**src/rtl/inst_encoder_loader.sv**
```systemverilog
// Encodes symbolic MIPS instruction requests into 32-bit words and streams them
// into instruction memory at consecutive word addresses during a load session.
module inst_encoder_loader #(
   parameter int unsigned ADDR_W = 8,
   parameter int unsigned CNT_W  = 8
) (
   input  logic              clk,
   input  logic              rst,
   input  logic              start,
   input  logic [ADDR_W-1:0] base_addr,
   input  logic [CNT_W-1:0]  count,
   input  logic              req_valid,
   output logic              req_ready,
   input  logic [2:0]        req_kind,
   input  logic [4:0]        req_rs,
   input  logic [4:0]        req_rt,
   input  logic [4:0]        req_rd,
   input  logic [25:0]       req_imm,
   output logic              imem_we,
   output logic [ADDR_W-1:0] imem_addr,
   output logic [31:0]       imem_wdata,
   output logic              busy,
   output logic              done,
   output logic              err
);

   localparam logic [2:0] KIND_ADD = 3'd0;
   localparam logic [2:0] KIND_SUB = 3'd1;
   localparam logic [2:0] KIND_AND = 3'd2;
   localparam logic [2:0] KIND_OR  = 3'd3;
   localparam logic [2:0] KIND_XOR = 3'd4;
   localparam logic [2:0] KIND_SW  = 3'd5;
   localparam logic [2:0] KIND_LW  = 3'd6;
   localparam logic [2:0] KIND_J   = 3'd7;

   localparam logic [5:0] OP_RTYPE = 6'b000000;
   localparam logic [5:0] OP_SW    = 6'b101011;
   localparam logic [5:0] OP_LW    = 6'b100011;
   localparam logic [5:0] OP_J     = 6'b000010;

   localparam logic [5:0] FN_ADD = 6'h20;
   localparam logic [5:0] FN_SUB = 6'h22;
   localparam logic [5:0] FN_AND = 6'h24;
   localparam logic [5:0] FN_OR  = 6'h25;
   localparam logic [5:0] FN_XOR = 6'h26;

   typedef enum logic [1:0] {
      IDLE = 2'd0,
      LOAD = 2'd1,
      DONE = 2'd2
   } state_t;

   state_t            state, state_next;
   logic [ADDR_W-1:0] wr_addr, wr_addr_next;
   logic [CNT_W-1:0]  accept_left, accept_left_next;
   logic [CNT_W-1:0]  write_left, write_left_next;
   logic              req_ready_next;
   logic              imem_we_next;
   logic [ADDR_W-1:0] imem_addr_next;
   logic [31:0]       imem_wdata_next;
   logic              busy_next, done_next, err_next;

   logic              handshake;
   logic [31:0]       enc_word;
   logic              enc_bad;

   assign handshake = req_valid && req_ready;

   // Instruction packing; a memory op whose offset does not fit 16 bits becomes a NOP
   always_comb begin
      enc_word = 32'h0000_0000;
      enc_bad  = 1'b0;
      case (req_kind)
         KIND_ADD: enc_word = {OP_RTYPE, req_rs, req_rt, req_rd, 5'b00000, FN_ADD};
         KIND_SUB: enc_word = {OP_RTYPE, req_rs, req_rt, req_rd, 5'b00000, FN_SUB};
         KIND_AND: enc_word = {OP_RTYPE, req_rs, req_rt, req_rd, 5'b00000, FN_AND};
         KIND_OR:  enc_word = {OP_RTYPE, req_rs, req_rt, req_rd, 5'b00000, FN_OR};
         KIND_XOR: enc_word = {OP_RTYPE, req_rs, req_rt, req_rd, 5'b00000, FN_XOR};
         KIND_SW: begin
            if (req_imm[25:16] != 10'd0) enc_bad = 1'b1;
            else enc_word = {OP_SW, req_rs, req_rt, req_imm[15:0]};
         end
         KIND_LW: begin
            if (req_imm[25:16] != 10'd0) enc_bad = 1'b1;
            else enc_word = {OP_LW, req_rs, req_rt, req_imm[15:0]};
         end
         KIND_J:   enc_word = {OP_J, req_imm};
         default:  enc_word = 32'h0000_0000;
      endcase
   end

   // Session control: write_left counts issued writes so DONE follows the last imem_we cycle
   always_comb begin
      state_next       = state;
      wr_addr_next     = wr_addr;
      accept_left_next = accept_left;
      write_left_next  = write_left;
      err_next         = err;
      imem_we_next     = 1'b0;
      imem_addr_next   = imem_addr;
      imem_wdata_next  = imem_wdata;

      case (state)
         IDLE: begin
            if (start) begin
               wr_addr_next     = base_addr;
               accept_left_next = count;
               write_left_next  = count;
               err_next         = 1'b0;
               state_next       = (count == CNT_W'(0)) ? DONE : LOAD;
            end
         end
         LOAD: begin
            if (imem_we) begin
               write_left_next = write_left - CNT_W'(1);
               if (write_left == CNT_W'(1)) state_next = DONE;
            end
            if (handshake) begin
               imem_we_next     = 1'b1;
               imem_addr_next   = wr_addr;
               imem_wdata_next  = enc_word;
               wr_addr_next     = wr_addr + ADDR_W'(1);
               accept_left_next = accept_left - CNT_W'(1);
               if (enc_bad) err_next = 1'b1;
            end
         end
         DONE:    state_next = IDLE;
         default: state_next = IDLE;
      endcase

      busy_next      = (state_next != IDLE);
      done_next      = (state_next == DONE);
      req_ready_next = (state_next == LOAD) && (accept_left_next != CNT_W'(0));
   end

   always_ff @(posedge clk or posedge rst) begin
      if (rst) begin
         state       <= IDLE;
         wr_addr     <= '0;
         accept_left <= '0;
         write_left  <= '0;
         req_ready   <= 1'b0;
         imem_we     <= 1'b0;
         imem_addr   <= '0;
         imem_wdata  <= 32'h0000_0000;
         busy        <= 1'b0;
         done        <= 1'b0;
         err         <= 1'b0;
      end else begin
         state       <= state_next;
         wr_addr     <= wr_addr_next;
         accept_left <= accept_left_next;
         write_left  <= write_left_next;
         req_ready   <= req_ready_next;
         imem_we     <= imem_we_next;
         imem_addr   <= imem_addr_next;
         imem_wdata  <= imem_wdata_next;
         busy        <= busy_next;
         done        <= done_next;
         err         <= err_next;
      end
   end

endmodule

```
**config.mk**
```make
export PLATFORM = sky130hd
export DESIGN_NAME = inst_encoder_loader
export DESIGN_NICKNAME = d
export VERILOG_FILES = /design/src/rtl/inst_encoder_loader.sv
export SDC_FILE = /design/constraint.sdc
export NUM_CORES = 1
export LEC_CHECK = 0
export CAP_MARGIN = 20
export CORE_ASPECT_RATIO = 0.5
export CORE_MARGIN = 5
export CORE_UTILIZATION = 48
export CTS_BUF_LIST = sky130_fd_sc_hd__clkbuf_8
export DETAILED_ROUTE_END_ITERATION = 16
export GPL_ROUTABILITY_DRIVEN = 0
export PLACE_DENSITY = 0.88
export SYNTH_ARGS = -nofsm -noshare
export SYNTH_HDL_FRONTEND = slang
export SYNTH_SLANG_ARGS = --single-unit
```
**constraint.sdc**
```tcl
create_clock -name clk -period 2.4 [get_ports clk]
set_input_delay 0.48 -clock clk [delete_from_list [all_inputs] [get_ports clk]]
set_output_delay 0.48 -clock clk [all_outputs]
set_load 0.05 [all_outputs]
```
==> impl_metrics.yaml <==
route:
  dr.pass1.iters: 5
  drtIter0Drc: 284
  postRouteAntennaNets: 0
  via_count: 3426
  post-route-drc-count: 0
  wirelength_um: 9780
  vias_per_cell: 5.78
  drt-wirelength-per-cell_um: 16.5
final_layout:
  utilization_pct: 72.1
  finalNetCount: 564
  n_antenna_cell: 0
  area_growth_pct: 42.2
  fillers: 523
  final_cells: 593
  drive_above_1_share_pct: 9.58
die:
  io_pins: 109
  core_area_mm2: 0.00686
  die_area_mm2: 0.00915
  rows: 21
  start_util_pct: 50.7
  fp.dieH_um: 70.2
  floorplan.die.width_um: 130
worst_setup_path:
  crit_required_ns: 2.63
  timing.rr.start: "accept_left[0]"
  end_kind: "flop"
  reg2reg_depth: 7
  r2r-end: "req_ready"
  crit_type: "reg -> reg"
  ff2ff_setup_slack_ns: 0.09
  arrival_ns: 2.54
  critPathLaunchType: "flop"
  cp_max_fo: 6
logic_synthesis:
  ys_top_cells_by_count: "dfrtp_1 (68), nor2_1 (53), nand2_1 (49), a21oi_1 (20)"
  synthFlopType: "dfrtp_1"
  yosys_warnings: 0
  synthArstFlopShare_pct: 100
  synthCells: 377
  synth_top_area_share_pct: 48.9
  synth.area.top_cells: "dfrtp_1 (49%), nor2_1 (5.7%), nand2_1 (5.3%), a22o_1 (3.0%), a21oi_1 (2.9%)"
  avgSynthCellArea_um2: 9.22
  synth_seq_cells: 68
  post-synth-top-count-cell: "dfrtp_1"
  yosysTopAreaCell: "dfrtp_1"
  synth_area_mm2: 0.00348
  yosysSeqAreaShare_pct: 48.9
  ys_types: 56
  synth-edff-count: 0
sta:
  grt_setup_unrepaired: "no"
  fmax_mhz: 434
  finalCritPeriodShare_pct: 96.1
  setup_viol: 0
  fin_crit_ns: 2.31
  final.setup_skew_ns: 0.00805
  slew_violations: 0
  slew_headroom_pct: 57.6
  hold_viol: 0
  tightest_slew_ns: 0.620
global_routing:
  grt.total_usage_pct: 22.4
  grt_max_degree: 38
  grt_pass1_vias: 3358
  antenna_found_initial: 0
  grt_first_pass_wirelength_um: 16300
  overflow: 0
clock_tree:
  cts_tree: "yes"
  cts_sinks: 68
  clk_latency_ns: 0.35
  root_buffer: "clkbuf_8"
  cts_hold_buf: 0
  clkTransAtPathRegs_ns: 0.07
  clk_path_buf_depth: 2
  h-tree-depth: 3
  cts_buffers: 9
flow_run:
  drv_cap: 0
placement:
  numPlacedInstances: 577
  dp_hpwl_um: 7400
  portBuffers: 106
power:
  ir_drop_v: 0.000728
  power.density_mw_per_mm2: 1320
  leakage_nw: 2.13
min_path:
  hp-class: "in -> async"
status:
  run_status: "finished clean"
logic make-up (layout without fill, tap and decap cells):
group,Yosys count,in the layout,synth area share (%)
XOR/XNOR,2,2,0.504
buffers and inverters,32,155,4.07
AO/OA/AOI/OAI,111,111,22.8
AND/OR/NAND/NOR,158,158,21.8
other,1,2,0.108
multiplexers,1,1,0.324
flip-flops,68,68,48.9
adder cells (fa/ha/maj),4,4,1.44
cell type report:
type                            count  area, um^2  area share [%]
Clock buffer                       12         165            3.34
Clock inverter                      4        16.3           0.329
Inverter                           10        37.5           0.759
Multi-Input combinational cell    278        1650            33.4
Sequential cell                    68        1700            34.4
Tap cell                           92         115            2.33
Timing Repair Buffer              129        1260            25.4
power by group:
| group | total, mW | switching [mW] | internal [mW] |
|---|---|---|---|
| sequential | 2.06 | 0.417 | 1.64 |
| clock | 0.860 | 0.413 | 0.447 |
| combinational | 3.60 | 2.27 | 1.34 |
placed cells by master (no fill, tap or decap), types with 2 or more instances in the layout:
cell type and n:
clkbuf_8 12, buf_4 21, o211ai_1 3, o2111a_1 2, and2_1 3, a31oi_1 4, nand3_1 16, a22oi_1 2
a21oi_1 20, nor2_1 53, inv_1 10, inv_2 3, nand2b_1 5, ha_1 4, a32oi_1 2, nor4_1 6
nand4_1 4, clkdlybuf4s50_1 106, or4_1 2, o2bb2ai_1 4, a221oi_1 11, a211o_1 2, o21a_1 2, a22o_1 12
dfrtp_1 67, nand2_1 49, nor3_1 5, and3_1 3, a221o_1 2, a21o_1 9, buf_12 2, nor3b_1 4
o21ai_0 16, conb_1 2, o22ai_1 9
stage by stage:
stage / area (um^2) / hold WS [ns] / total power [mW] / setup WS (ns) / setup TNS (ns)
after CTS: 4930 / 0.484 / 6.53 / 0.0772 / 0
after floorplan: 3480 / 0.455 / 4.43 / 0.0710 / 0
after detailed placement: 4750 / 0.465 / 5.66 / -0.227 / -0.227
after global placement: 4750 / 0.460 / 5.54 / -0.167 / -0.167
final: 4950 / 0.481 / 6.52 / 0.0941 / 0
after global routing: 4950 / 0.505 / 6.96 / 0.0346 / 0
critical path: stages, from the launching register on:
cell and delay, ns:
dfrtp_2 0.42, inv_1 0.06, ha_1 0.23, nor3b_2 0.18, a211o_1 0.29, o2111a_1 0.13, or4_1 0.54, o41a_1 0.34
state kept, by name, indices dropped and copies added, names as in the netlist:
signal       cells
wr_addr          8
busy             1
done             1
imem_we          1
write_left       8
state            2
imem_addr        8
imem_wdata      29
accept_left      8
req_ready        1
err              1
timing repair:
action	4_1_cts	5_1_grt
buffers inserted	0	0
setup endpoints to repair	0	1
resized for setup	0	3
hold endpoints to repair	0	0
layer usage:
metal	GRT usage, %	part of all wire (%)	vias up
li1	-	-	1618
met4	8.32	2.8	0
met3	8.61	8.5	25
met2	35.1	47	154
met5	0	0	-
met1	28.0	41	1629
worst max-delay path by stage:
stage	start	endpoint	slack [ns]
2_1_floorplan	req_ready	req_ready	0.07
3_3_place_gp	req_valid	req_ready	-0.17
3_5_place_dp	req_valid	req_ready	-0.23
4_1_cts	accept_left[0]	req_ready	0.08
5_1_grt	accept_left[0]	req_ready	0.03
6_report	accept_left[0]	req_ready	0.09
(Power assumes the default switching activity.)
